### src/rtl/traffic_phase_arbiter.sv
// Demand-driven intersection controller: round-robin green scheduling among NS, EW and
// a pedestrian walk phase, with minimum green, timed yellow/all-red and emergency preemption.
module traffic_phase_arbiter #(
   parameter int MIN_GREEN    = 5,
   parameter int YELLOW_TICKS = 2,
   parameter int ALLRED_TICKS = 1,
   parameter int WALK_TICKS   = 4
) (
   input  logic clk,
   input  logic rst_n,
   input  logic tick,
   input  logic req_ns,
   input  logic req_ew,
   input  logic req_ped,
   input  logic emerg,
   output logic ns_g,
   output logic ns_y,
   output logic ns_r,
   output logic ew_g,
   output logic ew_y,
   output logic ew_r,
   output logic walk,
   output logic ped_pending
);

   typedef enum logic [2:0] {
      S_ALL_RED   = 3'd0,
      S_NS_GREEN  = 3'd1,
      S_NS_YELLOW = 3'd2,
      S_EW_GREEN  = 3'd3,
      S_EW_YELLOW = 3'd4,
      S_PED_WALK  = 3'd5
   } state_t;

   typedef enum logic [1:0] {
      P_NS  = 2'd0,
      P_EW  = 2'd1,
      P_PED = 2'd2
   } phase_t;

   localparam logic [4:0] MIN_GREEN_W    = 5'(MIN_GREEN);
   localparam logic [4:0] ALLRED_TICKS_W = 5'(ALLRED_TICKS);
   localparam logic [3:0] YELLOW_LAST    = 4'(YELLOW_TICKS - 1);
   localparam logic [3:0] WALK_LAST      = 4'(WALK_TICKS - 1);

   state_t      state;
   state_t      state_nxt;
   phase_t      last;
   phase_t      last_nxt;
   logic [3:0]  cnt;
   logic [4:0]  cnt_inc;
   logic        ped_q;
   logic [3:0]  demand;
   logic [2:0]  grant;

   // Round-robin pick: the candidate closest after lst wins; result is {found, phase}.
   function automatic logic [2:0] pick_next(input logic [1:0] lst, input logic [3:0] dem);
      logic [1:0] idx;
      pick_next = 3'b000;
      for (int i = 3; i >= 1; i--) begin
         idx = 2'((int'(lst) + i) % 3);
         if (dem[idx]) pick_next = {1'b1, idx};
      end
   endfunction

   // Counter compared as count+1 so that "at least N-1" never becomes a constant compare.
   assign cnt_inc = {1'b0, cnt} + 5'd1;
   assign demand  = {1'b0, ped_q, req_ew, req_ns};
   assign grant   = pick_next(last, demand);

   always_comb begin
      state_nxt = state;
      last_nxt  = last;
      case (state)
         S_ALL_RED: begin
            if (tick && !emerg && (cnt_inc >= ALLRED_TICKS_W) && grant[2]) begin
               last_nxt = phase_t'(grant[1:0]);
               case (grant[1:0])
                  P_NS:    state_nxt = S_NS_GREEN;
                  P_EW:    state_nxt = S_EW_GREEN;
                  default: state_nxt = S_PED_WALK;
               endcase
            end
         end
         S_NS_GREEN: begin
            if (emerg || (tick && (cnt_inc >= MIN_GREEN_W) && (req_ew || ped_q)))
               state_nxt = S_NS_YELLOW;
         end
         S_EW_GREEN: begin
            if (emerg || (tick && (cnt_inc >= MIN_GREEN_W) && (req_ns || ped_q)))
               state_nxt = S_EW_YELLOW;
         end
         S_NS_YELLOW, S_EW_YELLOW: begin
            if (tick && (cnt == YELLOW_LAST)) state_nxt = S_ALL_RED;
         end
         S_PED_WALK: begin
            if (emerg || (tick && (cnt == WALK_LAST))) state_nxt = S_ALL_RED;
         end
         default: state_nxt = S_ALL_RED;
      endcase
   end

   always_ff @(posedge clk or negedge rst_n) begin
      if (!rst_n) begin
         state <= S_ALL_RED;
         last  <= P_PED;
         cnt   <= 4'd0;
         ped_q <= 1'b0;
      end else begin
         state <= state_nxt;
         last  <= last_nxt;
         if (state_nxt != state)
            cnt <= 4'd0;
         else if (tick && (cnt != 4'hF))
            cnt <= cnt + 4'd1;
         // A press in the same cycle as walk entry stays latched for the next round.
         if (req_ped)
            ped_q <= 1'b1;
         else if ((state_nxt == S_PED_WALK) && (state != S_PED_WALK))
            ped_q <= 1'b0;
      end
   end

   always_comb begin
      ns_g = 1'b0;
      ns_y = 1'b0;
      ns_r = 1'b1;
      ew_g = 1'b0;
      ew_y = 1'b0;
      ew_r = 1'b1;
      walk = 1'b0;
      case (state)
         S_NS_GREEN:  begin ns_g = 1'b1; ns_r = 1'b0; end
         S_NS_YELLOW: begin ns_y = 1'b1; ns_r = 1'b0; end
         S_EW_GREEN:  begin ew_g = 1'b1; ew_r = 1'b0; end
         S_EW_YELLOW: begin ew_y = 1'b1; ew_r = 1'b0; end
         S_PED_WALK:  walk = 1'b1;
         default:     ;
      endcase
   end

   assign ped_pending = ped_q;

endmodule

### config.mk
export PLATFORM = sky130hd
export DESIGN_NAME = traffic_phase_arbiter
export DESIGN_NICKNAME = d
export VERILOG_FILES = /design/src/rtl/traffic_phase_arbiter.sv
export SDC_FILE = /design/constraint.sdc
export NUM_CORES = 1
export LEC_CHECK = 0
export CAP_MARGIN = 0
export CORE_ASPECT_RATIO = 0.6
export CORE_MARGIN = 2
export CORE_UTILIZATION = 40
export DETAILED_ROUTE_END_ITERATION = 16
export PLACE_DENSITY_LB_ADDON = 0.2
export SLEW_MARGIN = 20
export SYNTH_ARGS = -nofsm -noshare
export SYNTH_HDL_FRONTEND = slang
export SYNTH_SLANG_ARGS = --single-unit
export TNS_END_PERCENT = 20
### constraint.sdc
create_clock -name clk -period 2 [get_ports clk]
set_input_delay 0.4 -clock clk [delete_from_list [all_inputs] [get_ports clk]]
set_output_delay 0.4 -clock clk [all_outputs]
set_load 0.005 [all_outputs]
==> flow_metrics.env, run 1 <==
export IMPL_regArea_sq_um=255.2
export IMPL_fmax_ghz=0.4609
export IMPL_root_buffer="clkbuf_8"
export IMPL_ys_ff_latch=10
export IMPL_relSlewSlack_pct=69.75
export IMPL_drt_pass1_iter_count=4
export IMPL_r2r_cells=8
export IMPL_fin_crit_ns=2.169
export IMPL_routed_via_density=5.508
export IMPL_maxCapViolCount=0
export IMPL_setup_viol=6
export IMPL_p_per_area_nw_per_um2=1217
export IMPL_maxSlewViolCount=0
export IMPL_grt_pass1_vias=897
export IMPL_h_tree_depth=1
export IMPL_r2r_slack_ns=-0.17
export IMPL_place_congestion=0.8073
export IMPL_timing_final_ws_setup_ns=-0.1695
export IMPL_portBuffers=14
export IMPL_synth_cell_types=42
export IMPL_rsz0062_at_grt="yes"
export IMPL_met1Wirelength_mm=1.375
export IMPL_r2r_start="cnt[1]"
export IMPL_die_height_microns=41.50
export IMPL_crit_path_end_kind="flip-flop"
export IMPL_finalNonFillerCells=187
export IMPL_cts_buffers=3
export IMPL_final_common_cell="buf_4"
export IMPL_dpl_worst_slack_ns=-0.2285
export IMPL_clock_sinks=10
export IMPL_ios=15
export IMPL_outcome="finished with violations"
export IMPL_drive_gt1_share_pct=42.04
export IMPL_worstMarginPinSlew_ns=0.4524
export IMPL_synth_area_sq_um=937.1
export IMPL_synthesis_instances=111
export IMPL_final_core_util_pct=66.72
export IMPL_clock_latency_ns=0.23
export IMPL_critPathMaxFanout=4
export IMPL_core_sq_um=2196
export IMPL_mostFrequentLayoutCells="33 x buf_4, 14 x nand2_1, 12 x clkdlybuf4s50_1, 9 x nor2_1, 6 x dfrtp_1"
export IMPL_dpl_cell_count=177
export IMPL_p_leak_nw=0.6471
export IMPL_cts_tree="yes"
export IMPL_num_fill_cells=176
export IMPL_hold_path_class="in2async"
export IMPL_synth_flop_cell="dfrtp_1"
export IMPL_place_hpwl_mm=2.010
export IMPL_setup_tns_ns=-0.6071
export IMPL_die_area_sq_um=2759
export IMPL_yosys_warnings=0
export IMPL_synth_edf_count=0
export IMPL_clockBufferDepth=2
export IMPL_fp_dieW_microns=66.49
export IMPL_drtIter0Drc=84
export IMPL_fin_skew_ns=0.005924
export IMPL_async_flop_share_pct=100.0
export IMPL_routed_wl_mm=2.867
export IMPL_cts_hold_buffers=0
export IMPL_syn_nets=123
export IMPL_met3WireLength_microns=217
export IMPL_groute_usage_overall_pct=20.78
export IMPL_wl_per_cell_microns=15.33
export IMPL_grt_pass1_wl_mm=4.381
export IMPL_ys_seq_area_share_pct=26.84
export IMPL_wl_met2_mm=1.263
export IMPL_start_util_pct=42.68
export IMPL_arrival_ns=2.31
export IMPL_final_hold_viol_count=0
export IMPL_antenna_cells=0
export IMPL_clk_pin_slew_ns=0.05
export IMPL_violations="negative setup slack"
export IMPL_worstPathRequired_ns=2.14
export IMPL_crit_type="reg2reg"
export IMPL_vias=1030
export IMPL_startpoint_type="flip-flop"
export IMPL_top_layer="met4"
export IMPL_ir_worst_vdd_mv=0.7660
export IMPL_antenna_found_initial=0
export IMPL_layout_nets=170
export IMPL_drc_errors=0
export IMPL_r2r_end="cnt[2]"
export IMPL_antenna_left=0
export IMPL_multiInputGateArea_sq_um=704.4
export IMPL_post_route_period_util_pct=108.5
export IMPL_overflow=0
export IMPL_grt_max_degree=11
export IMPL_area_growth_syn_to_layout_pct=56.34
export IMPL_syn_area_per_cell_sq_um=8.443
export IMPL_rows=13
layout make-up:
class,instances,share of cell area (%)
Multi-Input combinational cell,88,48.08
Timing Repair Buffer,47,26.81
Sequential cell,10,17.42
Clock buffer,4,3.074
Tap cell,30,2.562
Inverter,8,2.050
cell families after synthesis:
| group | Yosys count | share of synthesized area, % |
|---|---|---|
| XOR/XNOR | 2 | 1.870 |
| AND/OR/NAND/NOR | 54 | 33.51 |
| flip-flops | 10 | 26.84 |
| AO/OA/AOI/OAI | 21 | 16.16 |
| buffers and inverters | 13 | 7.877 |
| multiplexers | 5 | 5.874 |
| adder cells (fa/ha/maj) | 6 | 7.877 |
worst max-delay path by stage:
| stage | from | to | slack, ns |
|---|---|---|---|
| 2_1_floorplan | cnt[0] | cnt[2] | 0.02 |
| 3_3_place_gp | req_ns | cnt[2] | -0.21 |
| 3_5_place_dp | req_ns | cnt[2] | -0.23 |
| 4_1_cts | cnt[0] | cnt[1] | -0.11 |
| 5_1_grt | cnt[1] | cnt[2] | -0.29 |
| 6_report | cnt[1] | cnt[2] | -0.17 |
state kept, by name, indices dropped and copies added (netlist names):
register and count:
cnt 4, ped_pending 1, state 3, last 2
metrics by stage:
stage	cell area (sq um)	hold slack (ns)	power (W)
global placement	1274	0.4718	0.001321
floorplan	937.1	0.1044	0.0009213
CTS	1354	0.4817	0.001624
detailed placement	1274	0.4733	0.001338
finish	1465	0.4793	0.001783
global route	1465	0.4906	0.001913
where the power goes:
part / internal [W] / switching (W) / total [W]
sequential: 0.000283 / 0.000100 / 0.000383
combinational: 0.000627 / 0.000561 / 0.00119
clock: 0.000139 / 0.0000725 / 0.000211
total: 0.00105 / 0.000734 / 0.00178
critical path, cell delays in order (launching register included):
cell and delay (ns):
dfrtp_1 0.42, inv_2 0.10, ha_4 0.20, or3b_4 0.39, nand2_4 0.09, a211oi_4 0.08, o41ai_2 0.43, a31oi_2 0.13
nor4_2 0.23
cells in the mapped netlist, types with 2 or more instances:
library cell	number	share of area [%]
buf_6	3	3.6
a21oi_1	5	2.7
nor2_1	11	4.4
nor4_2	2	2.7
dfrtp_1	9	24
nand3_1	5	2.7
nand2b_1	2	1.3
a31oi_1	3	2.0
nand2_1	14	5.6
buf_2	2	1.1
o21ai_0	4	2.1
nand4_1	2	1.3
nor3_1	3	1.6
mux2i_1	3	3.2
a211oi_1	2	1.6
nand3b_1	3	2.4
nor2b_1	2	1.3
inv_1	8	3.2
ha_1	5	6.7
metal layers:
layer  up-vias  track usage (%)
met5         -                0
met4         0            3.673
met3         2            2.439
met2        43            28.60
met1       497            34.41
li1        488                -
timing repair:
| action | 4_1_cts | 5_1_grt |
|---|---|---|
| buffers inserted | 1 | 5 |
| pin swaps | 1 | 4 |
| resized for setup | 10 | 17 |
| endpoints found under the setup margin | 12 | 15 |
Note: power is estimated with default switching activity, not from simulation.
==> run 2, diff against run 1 <==
TNS_END_PERCENT = not set   (was 20)
==> run 2 against run 1 <==
The run still ends with negative setup slack left. Critical path depth increased by 2. Clock-buffer cell count stayed put. Wire length increased by 5.2%.
==> flow_metrics.env, run 2 (synthesis results as in run 1) <==
export IMPL_outcome="finished with violations"
export IMPL_violations="negative setup slack"
export IMPL_h_tree_depth=1
export IMPL_vias=1037
export IMPL_routed_wl_mm=3.016
export IMPL_grt_pass1_vias=969
export IMPL_crit_type="reg2reg"
export IMPL_dpl_cell_count=177
export IMPL_worstMarginPinSlew_ns=0.4443
export IMPL_worstPathRequired_ns=2.16
export IMPL_r2r_start="cnt[1]"
export IMPL_arrival_ns=2.21
export IMPL_drtIter0Drc=65
export IMPL_clock_sinks=10
export IMPL_switching_share_pct=41.40
export IMPL_wl_per_cell_microns=15.96
export IMPL_placed_cell_area_sq_um=1274
export IMPL_place_congestion=0.8073
export IMPL_antenna_found_initial=0
export IMPL_setup_tns_ns=-0.1461
export IMPL_p_per_area_nw_per_um2=1245
export IMPL_mostFrequentLayoutCells="33 x buf_4, 14 x nand2_1, 13 x clkdlybuf4s50_1, 8 x nor2_1, 6 x dfrtp_1"
export IMPL_post_route_period_util_pct=102.7
export IMPL_p_leak_nw=0.6570
export IMPL_grt_max_degree=11
export IMPL_die_area_sq_um=2759
export IMPL_place_hpwl_mm=2.010
export IMPL_cts_hold_buffers=0
export IMPL_cts_buffers=3
export IMPL_maxCapViolCount=0
export IMPL_startpoint_type="flip-flop"
export IMPL_die_height_microns=41.50
export IMPL_r2r_slack_ns=-0.05
export IMPL_finalNonFillerCells=189
export IMPL_portBuffers=14
export IMPL_reg_largest_list="cnt (4), state (3), last (2)"
export IMPL_regArea_sq_um=255.2
export IMPL_final_common_cell="buf_4"
export IMPL_final_hold_viol_count=0
export IMPL_worstSetupStartpoint="cnt[1]"
export IMPL_critPathMaxFanout=6
export IMPL_fmax_ghz=0.4870
export IMPL_maxSlewViolCount=0
export IMPL_switchingPower_w=0.0007966
export IMPL_fin_area_sq_um=1545
export IMPL_ios=15
export IMPL_power_frac_comb_pct=69.7
export IMPL_rows=13
export IMPL_timing_final_ws_setup_ns=-0.05351
export IMPL_grt_pass1_wl_mm=4.809
export IMPL_largest_register="cnt"
export IMPL_fin_skew_ns=0.005668
export IMPL_num_fill_cells=158
export IMPL_fin_crit_ns=2.054
export IMPL_cts_tree="yes"
export IMPL_groute_usage_overall_pct=23.12
export IMPL_rsz0062_at_grt="yes"
export IMPL_pwr_share_seq_pct=19.3
export IMPL_crit_path_end_kind="flip-flop"
export IMPL_drc_errors=0
export IMPL_final_core_util_pct=70.37
export IMPL_start_util_pct=42.68
export IMPL_fp_dieW_microns=66.49
export IMPL_root_buffer="clkbuf_8"
export IMPL_drive_gt1_share_pct=47.80
export IMPL_clockBufferDepth=2
export IMPL_hold_path_class="in2async"
export IMPL_power_share_clock_pct=11.1
export IMPL_antenna_cells=0
export IMPL_p_int_w=0.001128
export IMPL_largest_reg_flops=4
export IMPL_ir_worst_vdd_mv=0.8178
export IMPL_drt_pass1_iter_count=4
export IMPL_area_growth_syn_to_layout_pct=64.89
export IMPL_relSlewSlack_pct=70.29
export IMPL_clk_pin_slew_ns=0.05
export IMPL_setup_viol=4
export IMPL_overflow=0
export IMPL_clock_latency_ns=0.23
export IMPL_layout_nets=172
export IMPL_multiInputGateArea_sq_um=764.5
export IMPL_routed_via_density=5.487
export IMPL_core_sq_um=2196
export IMPL_antenna_left=0
==> run 2: per-stage QoR <==
step / total power (W) / worst slack, ns / hold WS [ns]
after floorplan: 0.0009213 / 0.02189 / 0.1044
after detailed placement: 0.001338 / -0.2285 / 0.4733
after CTS: 0.001724 / 0.005289 / 0.4817
after global routing: 0.002062 / -0.1126 / 0.4948
final: 0.001924 / -0.05351 / 0.4794
after global placement: 0.001321 / -0.2094 / 0.4718
==> run 2: worst paths after layout <==
kind	depth (start not counted)	to
hold / removal	1	cnt[1]
min in group clk	2	last[1]
max in group asynchronous	1	last[1]
setup reg to reg	10	state[2]
hold reg to reg	2	last[1]
setup / recovery	10	state[2]
==> run 2: layout make-up <==
| type | count | share of cell area [%] |
|---|---|---|
| clock buffers | 4 | 2.915 |
| well taps | 30 | 2.429 |
| flip-flops and latches | 10 | 16.52 |
| inverters | 8 | 1.943 |
| repair buffers | 49 | 26.72 |
| multi-input cells | 88 | 49.47 |
==> run 2: power by group through the flow <==
stage | Sequential [W] | Clock, W | Combinational, W
finish | 0.000371 | 0.000213 | 0.00134
global route | 0.000379 | 0.000235 | 0.00145
CTS | 0.000368 | 0.000217 | 0.00114
detailed placement | 0.000373 | 0 | 0.000965
global placement | 0.000367 | 0 | 0.000953
floorplan | 0.000338 | 0 | 0.000583
==> run 2: layer usage <==
layer	up-vias	global-route usage [%]	share of wire, %	wire length [microns]
met2	54	35.20	44	1336
met1	487	35.42	46	1393
li1	494	-	-	-
met3	2	2.439	9.1	274
met4	0	4.490	0.40	12
met5	-	0	0	0
==> run 2: critical path: stages (launching register included) <==
cell and delay (ns):
dfrtp_1 0.40, buf_4 0.15, ha_2 0.18, buf_4 0.15
nand3b_1 0.07, o21ai_0 0.11, a22oi_1 0.22, nand2_1 0.13
nand4b_1 0.29, buf_4 0.21, nand4_1 0.07
==> run 2: what timing repair did <==
action	CTS	global route
pin swaps	3	5
endpoints found under the setup margin	12	14
buffers inserted	4	4
cloned	0	0
gates resized for setup	26	13
